--- config.mk ---
export PLATFORM = sky130hd
export DESIGN_NAME = sync_fifo_lvl
export DESIGN_NICKNAME = d
export VERILOG_FILES = /design/src/rtl/fifo_pkg.sv /design/src/rtl/fifo_ram.sv /design/src/rtl/sync_fifo_lvl.sv
export SDC_FILE = /design/constraint.sdc
export NUM_CORES = 1
export LEC_CHECK = 0
export CORE_ASPECT_RATIO = 0.75
export CORE_MARGIN = 1
export CORE_UTILIZATION = 45
export CTS_CLUSTER_DIAMETER = 200
export DETAILED_ROUTE_END_ITERATION = 16
export GPL_ROUTABILITY_DRIVEN = 0
export PLACE_DENSITY = 0.73
export RECOVER_POWER = 25
export SKIP_LAST_GASP = 1
export SLEW_MARGIN = 40
export SYNTH_ARGS = -nofsm -noshare
export SYNTH_HDL_FRONTEND = slang
export SYNTH_HIERARCHICAL = 1
export SYNTH_SLANG_ARGS = --single-unit
--- constraint.sdc ---
create_clock -name clk -period 3.2 [get_ports clk]
set_clock_uncertainty 0.2 [all_clocks]
set_input_delay 0.96 -clock clk [delete_from_list [all_inputs] [get_ports clk]]
set_output_delay 0.96 -clock clk [all_outputs]
set_load 0.005 [all_outputs]
--- src/rtl/fifo_pkg.sv ---
// Shared defaults and helpers for the level-tracking synchronous FIFO.
// Level width is sized to hold every occupancy value from 0 to DEPTH.
package fifo_pkg;

    localparam int DSIZE_DEF    = 8;
    localparam int DEPTH_DEF    = 16;
    localparam int AE_LEVEL_DEF = 2;
    localparam int FWFT_DEF     = 1;

    function automatic int lvl_width(input int depth);
        return $clog2(depth + 1);
    endfunction

endpackage

--- src/rtl/fifo_ram.sv ---
// Single-clock storage array: one synchronous write port, one asynchronous read port.
// Write lands on the clock edge; the read is combinational. There is no flow control and no reset.
module fifo_ram
    import fifo_pkg::*;
#(
    parameter  int DSIZE = DSIZE_DEF,
    parameter  int DEPTH = DEPTH_DEF,
    localparam int AW    = $clog2(DEPTH)
)(
    input  logic             clk,
    input  logic             we_i,
    input  logic [AW-1:0]    waddr_i,
    input  logic [DSIZE-1:0] wdata_i,
    input  logic [AW-1:0]    raddr_i,
    output logic [DSIZE-1:0] rdata_o
);

    logic [DSIZE-1:0] mem_q [DEPTH];

    always_ff @(posedge clk) begin
        if (we_i) begin
            mem_q[waddr_i] <= wdata_i;
        end
    end

    assign rdata_o = mem_q[raddr_i];

endmodule

--- src/rtl/sync_fifo_lvl.sv ---
// Synchronous FIFO with registered level and flags, plus sticky overflow/underflow.
// Read latency is 0 with FWFT and 1 otherwise; writes when full and reads when empty are dropped and flagged.
module sync_fifo_lvl
    import fifo_pkg::*;
#(
    parameter  int DSIZE    = DSIZE_DEF,
    parameter  int DEPTH    = DEPTH_DEF,
    parameter  int AF_LEVEL = DEPTH - 2,
    parameter  int AE_LEVEL = AE_LEVEL_DEF,
    parameter  int FWFT     = FWFT_DEF,
    localparam int LW       = lvl_width(DEPTH),
    localparam int PW       = $clog2(DEPTH)
)(
    input  logic             clk,
    input  logic             rst_n,
    input  logic             clear,
    input  logic [DSIZE-1:0] wdata,
    input  logic             winc,
    input  logic             rinc,
    output logic [DSIZE-1:0] rdata,
    output logic             wfull,
    output logic             rempty,
    output logic             almost_full,
    output logic             almost_empty,
    output logic [LW-1:0]    level,
    output logic             overflow,
    output logic             underflow
);

    logic [PW-1:0]    wptr_q, wptr_d;
    logic [PW-1:0]    rptr_q, rptr_d;
    logic [LW-1:0]    level_q, level_d;
    logic             wfull_q, wfull_d;
    logic             rempty_q, rempty_d;
    logic             afull_q, afull_d;
    logic             aempty_q, aempty_d;
    logic             ovf_q, ovf_d;
    logic             udf_q, udf_d;
    logic             wr_en, rd_en;
    logic [DSIZE-1:0] ram_rdata;

    // Explicit wrap keeps every entry in use when DEPTH is not a power of two.
    function automatic logic [PW-1:0] ptr_inc(input logic [PW-1:0] p);
        return (p == PW'(DEPTH - 1)) ? '0 : p + PW'(1);
    endfunction

    assign wr_en = winc && !wfull_q  && !clear;
    assign rd_en = rinc && !rempty_q && !clear;

    always_comb begin
        int lvl_nxt;
        wptr_d  = wptr_q;
        rptr_d  = rptr_q;
        level_d = level_q;
        ovf_d   = ovf_q;
        udf_d   = udf_q;
        if (clear) begin
            wptr_d  = '0;
            rptr_d  = '0;
            level_d = '0;
            ovf_d   = 1'b0;
            udf_d   = 1'b0;
        end else begin
            if (wr_en) wptr_d = ptr_inc(wptr_q);
            if (rd_en) rptr_d = ptr_inc(rptr_q);
            if (wr_en && !rd_en) begin
                level_d = level_q + LW'(1);
            end else if (!wr_en && rd_en) begin
                level_d = level_q - LW'(1);
            end
            if (winc && wfull_q)  ovf_d = 1'b1;
            if (rinc && rempty_q) udf_d = 1'b1;
        end
        // Flags come from the next level so they line up with level in the same cycle.
        lvl_nxt  = int'(level_d);
        wfull_d  = (lvl_nxt == DEPTH);
        rempty_d = (lvl_nxt == 0);
        afull_d  = (lvl_nxt >= AF_LEVEL);
        aempty_d = (lvl_nxt <= AE_LEVEL);
    end

    always_ff @(posedge clk or negedge rst_n) begin
        if (!rst_n) begin
            wptr_q   <= '0;
            rptr_q   <= '0;
            level_q  <= '0;
            wfull_q  <= 1'b0;
            rempty_q <= 1'b1;
            afull_q  <= 1'b0;
            aempty_q <= 1'b1;
            ovf_q    <= 1'b0;
            udf_q    <= 1'b0;
        end else begin
            wptr_q   <= wptr_d;
            rptr_q   <= rptr_d;
            level_q  <= level_d;
            wfull_q  <= wfull_d;
            rempty_q <= rempty_d;
            afull_q  <= afull_d;
            aempty_q <= aempty_d;
            ovf_q    <= ovf_d;
            udf_q    <= udf_d;
        end
    end

    fifo_ram #(
        .DSIZE (DSIZE),
        .DEPTH (DEPTH)
    ) u_ram (
        .clk     (clk),
        .we_i    (wr_en),
        .waddr_i (wptr_q),
        .wdata_i (wdata),
        .raddr_i (rptr_q),
        .rdata_o (ram_rdata)
    );

    generate
        if (FWFT != 0) begin : g_fwft
            assign rdata = ram_rdata;
        end else begin : g_reg
            logic [DSIZE-1:0] rdata_q;
            always_ff @(posedge clk or negedge rst_n) begin
                if (!rst_n) begin
                    rdata_q <= '0;
                end else if (rd_en) begin
                    rdata_q <= ram_rdata;
                end
            end
            assign rdata = rdata_q;
        end
    endgenerate

    assign level        = level_q;
    assign wfull        = wfull_q;
    assign rempty       = rempty_q;
    assign almost_full  = afull_q;
    assign almost_empty = aempty_q;
    assign overflow     = ovf_q;
    assign underflow    = udf_q;

endmodule
==> implementation parameters <==
Parameter                              Value

Detailed routing
  DR vias ... 3,486
  Length of the first detailed-routing pass in iterations ... 5
  Per-cell routed wire length ... 22.15 um
  Via density per instance ... 5.829
  Total wire length ... 13.25 mm
  Number of antenna-violating nets in the routed design ... 0
  Number of remaining DRC errors ... 0
  1st-iter DRT viols ... 469

Synthesis
  Commonest register cell after synthesis ... sky130_fd_sc_hd__edfxtp_1
  Synth unique cells ... 49
  Share of flip-flops with an asynchronous set or reset ... 0.1293
  Mean instance size in the synthesized netlist ... 18.19 um^2
  Synth Net Count ... 353
  Synthesized instance count ... 336
  Count of flip-flops with a built-in enable after synthesis ... 128
  Number of warning messages in the yosys log ... 6
  Post-synthesis sequential area ratio ... 0.7072
  Cell Area, Synth ... 6111 um^2
  #FFs+latches synth ... 147

Global routing
  Number of antenna violations at the first check in global routing ... 0
  Overall track demand over capacity in global routing ... 0.2096
  Number of global-route vias before repair ... approximately 3,500
  Global-route wire length before repair ... 20.38 mm
  Final global-route overflow total ... 0
  Pin count of the biggest net entering global routing ... 30

Finish
  Diode count ... 0
  Commonest non-fill, non-tap cells in the layout ... sky130_fd_sc_hd__edfxtp_1 (128), sky130_fd_sc_hd__buf_4 (36), sky130_fd_sc_hd__mux4_2 (32)
  Number of nets in the layout ... 433
  Layout cell share with drive strength beyond 1 ... 0.3326
  Leading cell type in the layout, fill and taps excluded ... sky130_fd_sc_hd__edfxtp_1
  Finished Layout Cells ... 598
  Share of the core filled with cells in the final layout ... 0.5702
  Area grow syn2layout ... 22.30%
  Fin area ... 7473 um^2

Timing
  Crit share post-route ... 1.024
  # setup viols final ... 2
  Max Fclk ... about 300 MHz
  Post-layout minimum cycle time ... 3.276 ns
  Number of max-slew violations in the final report ... 0
  Setup slack after layout ... -0.07630 ns
  Normalized max-slew margin ... 0.2831
  Final count of hold timing violations ... 0
  Pin slew with the least headroom to its limit ... 1.075 ns
  Setup repair after global routing missed its margin ... true
  Setup_tns ... -0.07784 ns

Min path
  Start point of the worst hold path ... overflow
  Hold EP ... overflow
  Kind of path behind the tightest hold check ... reg2reg
  Worst hold path depth ... 2

Critical path
  Reg-to-reg critical path endpoint ... wfull
  Gate family responsible for the most delay along the worst path ... multiplexers
  Data arrival time of the critical path ... 2.12 ns
  Crit-path max FO ... 8
  Launch point of the worst reg-to-reg path ... level[0]
  Classification of the worst setup path ... reg2out
  Logic depth of the worst setup path including buffers ... 6
  Req. time, crit path ... 2.04 ns
  Peak per-stage delay on the critical path ... between 0.5 and 0.6 ns
  Number of cells traversed by the worst register-to-register path ... 7
  Cell breakdown of the critical path ... buf_12, buf_6, mux4_2, a22oi_2, nand2_1, buf_2
  Critical path endpoint category ... output port
  Master of the slowest instance on the critical path ... sky130_fd_sc_hd__mux4_2
  Worst-case register-to-register setup slack ... 0.80 ns
  Setup crit start kind ... register
  Buf/Inv on CP ... 3

CTS
  H-tree level count ... 4
  CTS tree ... done
  Clock slew at reported path FFs ... ~0.05 ns
  Clock insertion delay at the later pin of the skew report ... 0.41 ns
  # clock sinks ... about 150
  Buffer levels on the longest clock path ... 2
  CTS root buffer ... sky130_fd_sc_hd__clkbuf_16
  Clock buffers created by TritonCTS ... 17

Placed design
  Number of port buffers ... 31
  Placed Instances ... between 500 and 600
  Instance area after placement ... between 6000 and 7000 um^2
  HPWL after DPL ... 8.036 mm

Run
  Reported max-cap violation count ... 0

Outcome
  Outcome ... complete, but fails checks
  Violated checks ... negative setup slack

Floorplan
  Width of the chip ... 136.6 um
  # IOs ... 32
  Total number of placement rows ... 36
  Starting density of the core ... 0.4662
  Area enclosed by the die boundary ... 14,050 um^2
  Core region area ... 13,110 um^2
  Die Span Y ... 102.9 um

Power
  Register share of total power ... 0.447
  Clock share of power ... 0.387
  Cell area power density ... about 670 nW/um^2
  Reported net switching power ... 1.163 mW
  Power share of the combinational group ... 0.166
  Fraction of power spent switching nets ... 0.2336
  IR drop worst, VDD ... between 0.3 and 0.4 mV
  Leakage power of the design ... 2.533 nW
  Cell-internal power ... between 3 and 4 mW
worst max path at each step:
stage / start / endpoint
2_1_floorplan: clear / u_ram/mem_q[2][0]
3_3_place_gp: rptr_q[0] / rdata[0]
3_5_place_dp: rptr_q[0] / rdata[7]
4_1_cts: rptr_q[0] / rdata[6]
5_1_grt: rptr_q[0] / rdata[6]
6_report: rptr_q[0] / rdata[6]
worst min-delay path, stage by stage (launching register included):
cell,delay (ns)
sky130_fd_sc_hd__dfrtp_1,0.34
sky130_fd_sc_hd__a21oi_1,0.04
sky130_fd_sc_hd__nor2_1,0.08
power by group through the flow:
stage                     sequential (mW)  combinational (mW)  clock [mW]
after floorplan                      2.24               0.475           0
after global placement               2.25               0.722           0
after detailed placement             2.26               0.738           0
after CTS                            2.22               0.835        1.96
after global routing                 2.23               0.902        2.03
final                                2.22               0.827        1.93
what timing repair did:
item | in CTS | in global routing
setup endpoints to repair | 8 | 8
gates resized for setup | 59 | 7
hold buffers | 0 | 0
buffers inserted | 12 | 2
pin swaps | 17 | 5
gates cloned | 1 | 0
hold endpoints to repair | 0 | 0
final cells by class:
class	instances	area, um^2
tap	171	214.0
multi-input combinational	170	1674
clock buffer	18	429.2
clock inverter	12	141.4
sequential	147	4323
inverter	2	7.507
timing repair buffer	78	684.4
fill	979	5634
synthesized netlist by cell type, drive strengths merged (2+ instances only):
master / count / share of area
a211oi: 2 / 0.0025
a21oi: 10 / 0.0082
a22oi: 16 / 0.020
o21ai: 3 / 0.0025
clkdlybuf4s25: 3 / 0.0049
xnor2: 2 / 0.0029
edfxtp: 128 / 0.63
buf: 13 / 0.015
or3: 2 / 0.0020
nand3b: 2 / 0.0025
dfstp: 2 / 0.0086
nor4b: 2 / 0.0063
ha: 4 / 0.0082
nor4: 2 / 0.0020
nor2: 30 / 0.019
nand2: 20 / 0.012
nor2b: 6 / 0.0074
mux2: 2 / 0.0049
dfrtp: 17 / 0.070
xor2: 2 / 0.0029
a311oi: 3 / 0.0043
mux4: 32 / 0.13
nand2b: 4 / 0.0053
a31oi: 4 / 0.0066
nor3: 7 / 0.0066
nand3: 4 / 0.0033
inv: 2 / 0.0012
layer usage:
metal  vias up  track usage  wire (um)
li1       1508            -          -
met5         -            0          0
met2       164       0.3151       6190
met3        13      0.05949        973
met1      1801       0.2957       5932
met4         0      0.07009        150
through the flow:
stage	hold WS, ns	power, mW	setup slack, ns
after floorplan	0.2859	2.715	0.1822
after global placement	0.2765	2.975	0.08816
after detailed placement	0.2964	2.994	0.06909
after CTS	0.3102	5.017	-0.06552
after global routing	0.3484	5.163	-0.1307
final	0.3009	4.976	-0.07630
state kept, by name (all words and copies together) (netlist names):
register      flops
level             5
u_ram/mem_q     128
underflow         1
rempty            1
wptr_q            4
rptr_q            4
wfull             1
almost_full       1
overflow          1
almost_empty      1
logic make-up (layout without fill, tap and decap cells):
logic type | after synthesis | in the layout | synth area share
buffers and inverters | 19 | 110 | 0.02211
flip-flops | 147 | 147 | 0.7072
AO/OA/AOI/OAI | 41 | 41 | 0.04771
multiplexers | 34 | 34 | 0.1314
AND/OR/NAND/NOR | 87 | 87 | 0.07760
XOR/XNOR | 4 | 4 | 0.005734
adder cells (fa/ha/maj) | 4 | 4 | 0.008190
Note: power is estimated with default switching activity, not from simulation.
